<file path="src/rtl/oam_dma_ctrl.sv">
`timescale 1ns/1ps
// oam_dma_ctrl
// Sprite-RAM DMA engine for the NES core. It watches CPU writes for the
// DMA register ($4014). When one arrives, it halts the CPU and copies the
// 256-byte page $XX00-$XXFF from system memory into sprite RAM, starting at
// the current OAM address and wrapping around. It then releases the CPU and
// pulses dma_done.
//
// Ports
//   clk            system clock
//   rst            asynchronous, active-low reset
//   cpu_addr_in    snooped CPU address
//   cpu_data_in    snooped CPU write data (page number on a trigger)
//   cpu_write_en   CPU write strobe
//   oam_addr_in    current OAM address ($2003), sampled at the trigger only
//   cpu_is_halted  CPU acknowledges the halt request
//   mem_busy       memory controller cannot accept a read this cycle
//   mem_rdata      read data, valid one cycle after an accepted read
//   cpu_halt       CPU halt request
//   dma_active     DMA owns the memory bus
//   mem_addr       DMA read address
//   mem_read_en    DMA read strobe
//   spram_wr_addr  sprite RAM write address
//   spram_wr_data  sprite RAM write data
//   spram_wr_en    sprite RAM write strobe
//   dma_done       one-cycle pulse at the end of a transfer
module oam_dma_ctrl #(
    parameter logic [15:0] DMA_REG_ADDR = 16'h4014,
    parameter int          XFER_LEN     = 256
) (
    input  logic        clk,
    input  logic        rst,
    input  logic [15:0] cpu_addr_in,
    input  logic [7:0]  cpu_data_in,
    input  logic        cpu_write_en,
    input  logic [7:0]  oam_addr_in,
    input  logic        cpu_is_halted,
    input  logic        mem_busy,
    input  logic [7:0]  mem_rdata,
    output logic        cpu_halt,
    output logic        dma_active,
    output logic [15:0] mem_addr,
    output logic        mem_read_en,
    output logic [7:0]  spram_wr_addr,
    output logic [7:0]  spram_wr_data,
    output logic        spram_wr_en,
    output logic        dma_done
);

    typedef enum logic [2:0] {
        IDLE,
        HALT_WAIT,
        READ,
        WRITE,
        DONE
    } state_e;

    // Index of the final source byte. The 8-bit count wraps to 0 on the same write.
    localparam logic [7:0] LAST_IDX = 8'(XFER_LEN - 1);

    state_e     state_q, state_d;
    logic [7:0] page_q, page_d;
    logic [7:0] count_q, count_d;
    logic [7:0] oamPtr_q, oamPtr_d;

    logic trigger;
    assign trigger = cpu_write_en && (cpu_addr_in == DMA_REG_ADDR);

    always_ff @(posedge clk or negedge rst) begin
        if (!rst) begin
            state_q  <= IDLE;
            page_q   <= 8'h00;
            count_q  <= 8'h00;
            oamPtr_q <= 8'h00;
        end else begin
            state_q  <= state_d;
            page_q   <= page_d;
            count_q  <= count_d;
            oamPtr_q <= oamPtr_d;
        end
    end

    // Triggers are acted on only in IDLE. That drops any $4014 write that
    // arrives during a transfer.
    always_comb begin
        state_d  = state_q;
        page_d   = page_q;
        count_d  = count_q;
        oamPtr_d = oamPtr_q;
        case (state_q)
            IDLE: begin
                if (trigger) begin
                    page_d   = cpu_data_in;
                    count_d  = 8'h00;
                    oamPtr_d = oam_addr_in;
                    state_d  = HALT_WAIT;
                end
            end
            HALT_WAIT: begin
                if (cpu_is_halted) begin
                    state_d = READ;
                end
            end
            READ: begin
                if (!mem_busy) begin
                    state_d = WRITE;
                end
            end
            WRITE: begin
                count_d  = count_q + 8'd1;
                oamPtr_d = oamPtr_q + 8'd1;
                state_d  = (count_q == LAST_IDX) ? DONE : READ;
            end
            DONE: begin
                state_d = IDLE;
            end
            default: begin
                state_d = IDLE;
            end
        endcase
    end

    // Outputs decode directly from the state. The sprite RAM address and data
    // are forced to zero when no write is happening. mem_busy does not apply
    // in WRITE, because that read was already accepted.
    always_comb begin
        cpu_halt      = 1'b0;
        dma_active    = 1'b0;
        mem_addr      = {page_q, count_q};
        mem_read_en   = 1'b0;
        spram_wr_addr = 8'h00;
        spram_wr_data = 8'h00;
        spram_wr_en   = 1'b0;
        dma_done      = 1'b0;
        case (state_q)
            IDLE: begin
                mem_addr = 16'h0000;
            end
            HALT_WAIT: begin
                cpu_halt   = 1'b1;
                dma_active = 1'b1;
            end
            READ: begin
                cpu_halt    = 1'b1;
                dma_active  = 1'b1;
                mem_read_en = !mem_busy;
            end
            WRITE: begin
                cpu_halt      = 1'b1;
                dma_active    = 1'b1;
                spram_wr_en   = 1'b1;
                spram_wr_addr = oamPtr_q;
                spram_wr_data = mem_rdata;
            end
            DONE: begin
                dma_done = 1'b1;
            end
            default: begin
                mem_addr = 16'h0000;
            end
        endcase
    end

endmodule

</file>
<file path="config.mk">
export PLATFORM = sky130hd
export DESIGN_NAME = oam_dma_ctrl
export DESIGN_NICKNAME = d
export VERILOG_FILES = /design/src/rtl/oam_dma_ctrl.sv
export SDC_FILE = /design/constraint.sdc
export NUM_CORES = 1
export LEC_CHECK = 0
export BUFFER_PORTS_ARGS = -buffer_cell sky130_fd_sc_hd__buf_2
export CORE_ASPECT_RATIO = 0.75
export CORE_MARGIN = 2
export CORE_UTILIZATION = 50
export CTS_BUF_LIST = sky130_fd_sc_hd__clkbuf_4 sky130_fd_sc_hd__clkbuf_8
export CTS_CLUSTER_DIAMETER = 60
export DETAILED_ROUTE_END_ITERATION = 10
export PLACE_DENSITY = 0.86
export SLEW_MARGIN = 20
export SYNTH_ARGS = -nofsm -noshare
export SYNTH_HDL_FRONTEND = slang
export SYNTH_SLANG_ARGS = --single-unit
</file>
<file path="constraint.sdc">
create_clock -name clk -period 3.1 [get_ports clk]
set_input_delay 0.465 -clock clk [delete_from_list [all_inputs] [get_ports clk]]
set_output_delay 0.465 -clock clk [all_outputs]
set_load 0.02 [all_outputs]
</file>
==> summary.md, run 1 <==
| Metric | Value |
|---|---|
| Largest net degree at the start of global routing | 30 |
| # fillers | 267 |
| Hold Path Class | input port to async pin |
| Die Width | 71.0 um |
| TritonCTS clock tree | built |
| Share of Yosys cell area claimed by the top area cell type | 40.1% |
| Ratio of final minimum period to clock period | 84.1% |
| Root Driver | clkbuf_8 |
| Register area share after synthesis | 40.1% |
| Final Hold Viols | 0 |
| Setup CP Type | flop to output pin |
| Share of cells above drive strength 1 | 42.5% |
| Slew Limit Fails | 0 |
| DR DRC count | 0 |
| Vias per cell | 5.54 |
| Setup TNS | 0 ps |
| Unique cell type count in the Yosys netlist | 38 |
| CP Max Fanout | 29 |
| First-pass GRT wire length | 6.41 mm |
| Total Routed Length | 3.85 mm |
| # clock sinks | 27 |
| Worst slew margin | 44.2% |
| Clk buf depth | 2 |
| Clock skew | 3.07 ps |
| RSZ-0062 raised after global routing | false |
| FP Rows | 18 |
| Leak | 1.09 nW |
| Clk Latency, worst-skew pair | 270 ps |
| Post_cts resized | 0 |
| Number of synthesized flops with an enable pin | 0 |
| # IOs | 82 |
| WP data required | 2630 ps |
| Gr usage total | 21.4% |
| Dominant synthesized flop cell | dfrtp_1 |
| Ranking of synthesized cells by area | dfrtp_1 (40%), and2_1 (13%), a21oi_1 (3.6%) |
| CTS hold repair buffers | 0 |
| Post-Syn Nets | 219 |
| Clock transition at path regs | 90 ps |
| Setup violators final | 0 |
| Comb pwr share | 52.8% |
| Post-DP HPWL | 2.89 mm |
| Area of the mapped netlist | 0.00169 sq mm |
| Minimum hold slack | 189 ps |
| FFs w/ async S/R, synth | 100% |
| Power Dens Cells | 831 mW/mm^2 |
| Num CTS Buffers | 3 |
| Critical Path End Type | output pin |
| Fmax | 384 MHz |
| Status | completed |
| Commonest non-fill, non-tap cell in the layout | buf_2 |
| Fin cells | 287 |
| Core area | 0.00327 sq mm |
| Internal cell power | 0.944 mW |
| Post-CTS setup buffers | 0 |
| DR vias | 1590 |
| Net Sw Frac | 46.6% |
| YS warnings | 0 |
| Most frequent cells in the layout | buf_2 (81), and2_1 (35), dfrtp_1 (27) |
| Register bit total from synthesis | 27 |
| Gr ovfl total | 0 |
| Syn_area_per_cell | 9.80 sq um |
| Clock Power Share | 11.2% |
| Crit path DAT | 2140 ps |
| Die ar. | 0.00386 sq mm |
| Antenna violations before repair | 0 |
| Port bufs | 81 |
| Startpoint class of the critical path | flop |
| # nets final | 295 |
| Per-cell routed wire length | 13.4 um |
| Synth-to-Final Area Change | 26.1% |
| GPL Wtd Cong | 0.851 |
| Final min period | 2610 ps |
| DR iter-0 viols | 178 |
| MaxCap Viol Count | 0 |
| Antenna Cells | 0 |
| Die Ht | 54.3 um |
| Cells after DPL | 283 |
| Cell taking the most area after synthesis | dfrtp_1 |
| Initial Util | 51.6% |
| Routed Antenna Nets | 0 |
| Worst vdd ir | 0.357 mV |
| H-tree depth | 1 |
| Tightest Pin Transition | 832 ps |
| Psw | 0.823 mW |
| Vias in the first global route | 1428 |
| Sequential Power Share | 36.0% |
| Drt first pass iters | 4 |
| Number of cells produced by synthesis | 172 |
power by group through the flow:
stage	Sequential (mW)	Clock [mW]	Combinational, mW
2_1_floorplan	0.559	0	0.742
3_5_place_dp	0.637	0	0.932
4_1_cts	0.631	0.204	0.937
3_3_place_gp	0.632	0	0.914
5_1_grt	0.665	0.215	1.04
6_report	0.635	0.198	0.933
worst max-delay path: stages (launching register included):
cell,delay (ps)
dfrtp_1,490
nand3b_1,210
buf_4,200
inv_1,550
and2_1,250
buf_2,170
synth_stat cells, types with 2 or more instances:
cell and number:
nand4_1 4, buf_2 2, o21a_1 3, ha_1 2, o221a_2 4, mux2_2 4
and2_1 35, buf_4 4, nand2_1 8, nor4b_2 2, a31oi_1 4, clkbuf_1 4
buf_6 2, mux2_4 4, inv_1 2, nor3_1 6, o21ai_0 6, a21oi_1 12
mux2i_1 2, dfrtp_1 27, nand3_1 5, o211a_1 2, and3_1 4, a41oi_1 4
o211ai_1 2, nor2_1 6
layer usage:
metal  wire length [um]  share of wire [%]  global-route usage, %  vias up
met2               1730                 45                   36.4       73
met4                 16               0.42                   3.77        0
li1                   -                  -                      -      782
met5                  0                  0                      0        -
met3                285                7.4                   4.05        2
met1               1820                 47                   29.5      733
cells by family (layout without fill, tap and decap cells):
logic type | after synthesis | after routing | synth area share, %
simple gates | 78 | 78 | 29.1
mux | 10 | 10 | 7.42
compound gates | 40 | 40 | 16.3
flops | 27 | 27 | 40.1
fa+ha+maj | 2 | 2 | 1.48
xor+xnor | 1 | 1 | 0.520
buf+inv | 14 | 89 | 5.05
cell type report:
cell class                 count  area [sq um]  share of cell area, %
clock buffer                   3          41.3                   1.94
clock inverter                 1          5.00                  0.236
inverter                       2          7.51                  0.353
multi-input combinational    131           925                   43.5
sequential                    27           676                   31.8
tap                           40          50.0                   2.36
timing repair buffer          83           420                   19.8
per-stage QoR:
| stage | cell area [sq um] | worst slack [ps] | util, % | power (mW) |
|---|---|---|---|---|
| 3_3_place_gp | 2080 | 781 | 63.6 | 1.55 |
| 5_1_grt | 2120 | 323 | 65.1 | 1.92 |
| 2_1_floorplan | 1690 | 1210 | - | 1.30 |
| 6_report | 2120 | 493 | 65.1 | 1.77 |
| 4_1_cts | 2120 | 500 | 65.1 | 1.77 |
| 3_5_place_dp | 2080 | 790 | 63.6 | 1.57 |
path summary, 6_finish.rpt:
check | start | to | slack, ps | depth (start not counted)
min in group clk | cpu_data_in[1] | page_q[1] | 420 | 2
worst min register to register | page_q[2] | page_q[2] | 510 | 1
worst max-delay path | state_q[2] | spram_wr_addr[4] | 490 | 5
max in group asynchronous | rst | state_q[0] | 2530 | 1
worst max register to register | state_q[2] | oamPtr_q[3] | 940 | 4
worst min-delay path | rst | oamPtr_q[6] | 190 | 1
state kept, by name, indices dropped and copies added (netlist names):
name,cells
count_q,8
oamPtr_q,8
page_q,8
state_q,3
Power figures use the tool's default switching activity.
==> inputs of run 2 (changes only) <==
--- a/config.mk
+++ b/config.mk
@@ -8,11 +8,11 @@
 export BUFFER_PORTS_ARGS = -buffer_cell sky130_fd_sc_hd__buf_2
 export CORE_ASPECT_RATIO = 0.75
 export CORE_MARGIN = 2
-export CORE_UTILIZATION = 50
+export CORE_UTILIZATION = 43
 export CTS_BUF_LIST = sky130_fd_sc_hd__clkbuf_4 sky130_fd_sc_hd__clkbuf_8
 export CTS_CLUSTER_DIAMETER = 60
 export DETAILED_ROUTE_END_ITERATION = 10
-export PLACE_DENSITY = 0.86
+export PLACE_DENSITY = 0.78
 export SLEW_MARGIN = 20
 export SYNTH_ARGS = -nofsm -noshare
 export SYNTH_HDL_FRONTEND = slang
==> constraint.sdc (replaced) <==
create_clock -name clk -period 2.3 [get_ports clk]
set_input_delay 0.345 -clock clk [delete_from_list [all_inputs] [get_ports clk]]
set_output_delay 0.345 -clock clk [all_outputs]
set_load 0.02 [all_outputs]
==> run 2 against run 1 <==
Sequential power rose by 31%. Largest cell class unchanged. Die area rose by 15%. Wire length fell by 0.78%. Total power rose by 37%. Clock power rose by 35%. Via count fell by 1.4%.
==> summary.md, run 2 (same netlist as run 1, synthesis figures left out) <==
| Metric | Value |
|---|---|
| Crit-path slowest cell | dfrtp_1 |
| Fmax | 477 MHz |
| Clock skew | 4.30 ps |
| # nets final | 299 |
| Initial Util | 45.4% |
| Setup violators final | 0 |
| Hold Path Class | input port to async pin |
| Leak | 1.11 nW |
| Clock transition at path regs | 90 ps |
| Drt first pass iters | 4 |
| Slew Limit Fails | 0 |
| # IOs | 82 |
| FP Rows | 19 |
| Post-CTS setup buffers | 0 |
| Die Width | 76.3 um |
| Startpoint class of the critical path | flop |
| Synth-to-Final Area Change | 29.8% |
| WP data required | 1960 ps |
| Post-route cell area | 0.00219 sq mm |
| Vias per cell | 5.17 |
| Vias in the first global route | 1398 |
| Final Hold Viols | 0 |
| Status | completed |
| Antenna violations before repair | 0 |
| CTS hold repair buffers | 0 |
| Antenna Cells | 0 |
| Worst slew margin | 59.7% |
| Minimum hold slack | 74.1 ps |
| Worst setup margin | 204 ps |
| Most frequent cells in the layout | buf_2 (81), and2_1 (35), dfrtp_1 (27) |
| Worst vdd ir | 0.519 mV |
| DR DRC count | 0 |
| Gr ovfl total | 0 |
| Per-cell routed wire length | 12.6 um |
| Port bufs | 81 |
| Setup CP Type | flop to output pin |
| Setup TNS | 0 ps |
| Crit-path cells | nor2_1, xnor2_4, and2_1, buf_2 |
| Power Dens Cells | 1100 mW/mm^2 |
| Placement Setup Slack | 160 ps |
| Routed Antenna Nets | 0 |
| RSZ-0062 raised after global routing | false |
| TritonCTS clock tree | built |
| Post_cts resized | 1 |
| Post-placement cell area | 0.00212 sq mm |
| DR vias | 1567 |
| Crit path DAT | 1750 ps |
| Post-DP HPWL | 2.92 mm |
| Tightest Pin Transition | 604 ps |
| Largest net degree at the start of global routing | 28 |
| Busiest grt layer | met2 |
| Ratio of final minimum period to clock period | 91.1% |
| Root Driver | clkbuf_8 |
| Die Ht | 58.2 um |
| Critical Path End Type | output pin |
| H-tree depth | 1 |
| Core area | 0.00371 sq mm |
| Met1 Use GR | 23.1% |
| Clk buf depth | 2 |
| Fraction of met2 tracks used by global routing | 30.3% |
| First-pass GRT wire length | 6.24 mm |
| Final min period | 2100 ps |
| Share of cells above drive strength 1 | 43.8% |
| GPL Wtd Cong | 0.792 |
| Gr usage total | 17.5% |
| Top flop regs | count_q x8, oamPtr_q x8, page_q x8 |
| Slowest stage delay, CP | 470 ps |
| DR iter-0 viols | 111 |
| Num CTS Buffers | 3 |
| MaxCap Viol Count | 0 |
| CP Max Fanout | 16 |
| Die ar. | 0.00444 sq mm |
| Total Routed Length | 3.82 mm |
| Commonest non-fill, non-tap cell in the layout | buf_2 |
| # clock sinks | 27 |
| Clk Latency, worst-skew pair | 270 ps |
| GR Layer Usage met3 | 4.21% |
## run 2: changes by cell type in the layout (fill, tap and decap cells not counted), sizes merged
| cell | before | now |
|---|---|---|
| buf | 83 | 87 |
## run 2: metal layers
metal	vias to the layer above	part of all wire [%]
met5	-	0
li1	781	-
met3	2	7.3
met4	0	0.71
met1	717	46
met2	67	46
## run 2: per-stage QoR
step                utilization (%)  instances  power [mW]
detailed placement             57.3        299        2.14
CTS                            58.7        303        2.42
global placement               57.3        299        2.11
floorplan                         -        172        1.75
finish                         59.0        303        2.41
global route                   59.0        303        2.61
## run 2: cell type report
cell class / count / area (sq um)
well taps: 52 / 65.1
clock inverters: 1 / 5.00
multi-input cells: 131 / 943
fillers: 320 / 1520
flip-flops and latches: 27 / 676
clock buffers: 3 / 41.3
repair buffers: 87 / 450
inverters: 2 / 7.51
## run 2: path summary, 6_finish.rpt
path / startpoint / to / slack [ps] / cells past startpoint
min in group clk: cpu_data_in[0] / page_q[0] / 300 / 2
max in group asynchronous: rst / state_q[2] / 1830 / 1
hold reg to reg: page_q[1] / page_q[1] / 500 / 1
setup / recovery: state_q[1] / mem_addr[7] / 200 / 4
setup reg to reg: state_q[2] / oamPtr_q[6] / 490 / 6
hold / removal: rst / page_q[4] / 70 / 1
## run 2: report_power, final
part,leakage [nW],internal (mW),switching (mW)
registers,0.336,0.632,0.202
clock network,0.0255,0.121,0.146
logic,0.753,0.556,0.755
## run 2: worst max-delay path: cells and delay by family, from the launching register on
family | cells | cell delay, ps
xor+xnor | 1 | 240
buf+inv | 1 | 160
flops | 1 | 470
simple gates | 2 | 610
==> inputs of run 3 (changes only) <==
--- a/config.mk
+++ b/config.mk
@@ -6,7 +6,7 @@
 export NUM_CORES = 1
 export LEC_CHECK = 0
 export BUFFER_PORTS_ARGS = -buffer_cell sky130_fd_sc_hd__buf_2
-export CORE_ASPECT_RATIO = 0.75
+export CORE_ASPECT_RATIO = 0.5
 export CORE_MARGIN = 2
 export CORE_UTILIZATION = 43
 export CTS_BUF_LIST = sky130_fd_sc_hd__clkbuf_4 sky130_fd_sc_hd__clkbuf_8
==> run 3 against run 2 <==
Non-clock buffer count is 1 lower. Final cell count increased by 0.33%. Clock power barely moved. Highest routed layer is now met3.
==> summary.md, run 3 (same netlist as run 1, synthesis figures left out) <==
| Metric | Value |
|---|---|
| Vias in the first global route | 1287 |
| Clock skew | 4.29 ps |
| Die Ht | 48.3 um |
| First-pass GRT wire length | 5.84 mm |
| Top flop regs | count_q x8, oamPtr_q x8, page_q x8 |
| WP data required | 1960 ps |
| Gr ovfl total | 0 |
| Clk Latency, worst-skew pair | 270 ps |
| # nets final | 298 |
| MaxCap Viol Count | 0 |
| Post-CTS setup buffers | 0 |
| # fillers | 342 |
| Largest net degree at the start of global routing | 28 |
| # clock sinks | 27 |
| Setup TNS | 0 ps |
| GPL Wtd Cong | 0.751 |
| Power Dens Cells | 1110 mW/mm^2 |
| Tightest Pin Transition | 598 ps |
| Final min period | 2120 ps |
| Antenna violations before repair | 0 |
| Post-DP HPWL | 2.94 mm |
| Port bufs | 81 |
| Num CTS Buffers | 3 |
| Critical Path End Type | output pin |
| Setup CP Type | flop to output pin |
| FP Rows | 16 |
| Ratio of final minimum period to clock period | 92.3% |
| Per-cell routed wire length | 13.0 um |
| Fmax | 471 MHz |
| Hold Path Class | input port to async pin |
| Slew Limit Fails | 0 |
| H-tree depth | 1 |
| Synth-to-Final Area Change | 29.2% |
| Leak | 1.10 nW |
| RSZ-0062 raised after global routing | false |
| TritonCTS clock tree | built |
| R2R depth | 6 |
| Setup violators final | 0 |
| DR DRC count | 0 |
| Antenna Cells | 0 |
| DR vias | 1602 |
| Worst slew margin | 60.1% |
| Routed Antenna Nets | 0 |
| Share of cells above drive strength 1 | 44.4% |
| Worst vdd ir | 0.440 mV |
| Core area | 0.00382 sq mm |
| Drt first pass iters | 4 |
| CTS hold repair buffers | 0 |
| Clk buf depth | 2 |
| Root Driver | clkbuf_8 |
| Most frequent cells in the layout | buf_2 (81), and2_1 (35), dfrtp_1 (26) |
| Crit path DAT | 1780 ps |
| Final Hold Viols | 0 |
| Vias per cell | 5.27 |
| Total Routed Length | 3.94 mm |
| Startpoint class of the critical path | flop |
| DR iter-0 viols | 37 |
| Commonest non-fill, non-tap cell in the layout | buf_2 |
| Die Width | 92.5 um |
| # IOs | 82 |
| Initial Util | 44.1% |
| Placement Setup Slack | 227 ps |
| CP Max Fanout | 24 |
| Clock transition at path regs | 90 ps |
| Status | completed |
| Worst setup margin | 178 ps |
| Gr usage total | 16.7% |
| Die ar. | 0.00447 sq mm |
| Minimum hold slack | 67.2 ps |
## run 3: cell types whose count changed in the layout (fill, tap and decap cells not counted)
cell,change
inv_1,-1
xnor2_4,-1
xnor2_2,+1
dfrtp_1,-1
clkinvlp_4,+1
buf_4,-1
dfrtp_2,+1
## run 3: cell type report
| cell class | instances | area (sq um) | share of cell area (%) |
|---|---|---|---|
| flip-flops and latches | 27 | 677 | 31.1 |
| clock buffers | 3 | 41.3 | 1.90 |
| inverters | 2 | 11.3 | 0.517 |
| clock inverters | 1 | 5.00 | 0.230 |
| repair buffers | 86 | 443 | 20.3 |
| multi-input cells | 131 | 932 | 42.8 |
| well taps | 54 | 67.6 | 3.10 |
## run 3: path summary, 6_finish.rpt
kind / startpoint / end / slack [ps]
worst max-delay path: state_q[0] / spram_wr_addr[6] / 180
worst min-delay path: rst / oamPtr_q[6] / 70
worst max register to register: state_q[0] / oamPtr_q[6] / 500
worst min register to register: page_q[3] / page_q[3] / 500
max in group asynchronous: rst / state_q[2] / 1810
min in group clk: cpu_data_in[6] / page_q[6] / 300
## run 3: metrics by stage
step	area, sq um	power (mW)	utilization (%)	instances
floorplan	1690	1.75	-	172
global placement	2120	2.10	55.4	300
detailed placement	2120	2.14	55.4	300
CTS	2170	2.42	56.8	304
global route	2180	2.61	56.9	304
finish	2180	2.41	56.9	304
## run 3: worst max-delay path, stage by stage (launching register included)
cell and delay [ps]:
dfrtp_1 400, buf_4 170, nand3b_1 160, clkinvlp_4 330, and2_1 290, buf_2 160
## run 3: where the power goes
part,switching [mW],total [mW],internal (mW),leakage [nW]
logic,0.777,1.33,0.550,0.737
registers,0.187,0.819,0.632,0.335
clock network,0.146,0.267,0.121,0.0255
total,1.11,2.41,1.30,1.10
## run 3: per-layer routing
metal  vias up  GRT usage [%]  routed length [um]
met5         -              0                   0
met4         0           3.28                   0
met3         0           3.86                 202
met2        46           30.1                1990
met1       771           21.7                1750
li1        785              -                   -
## run 3: timing repair
item | 4_1_cts | 5_1_grt
cloned | 0 | 0
endpoints found under the setup margin | 16 | 16
gates resized for setup | 1 | 2
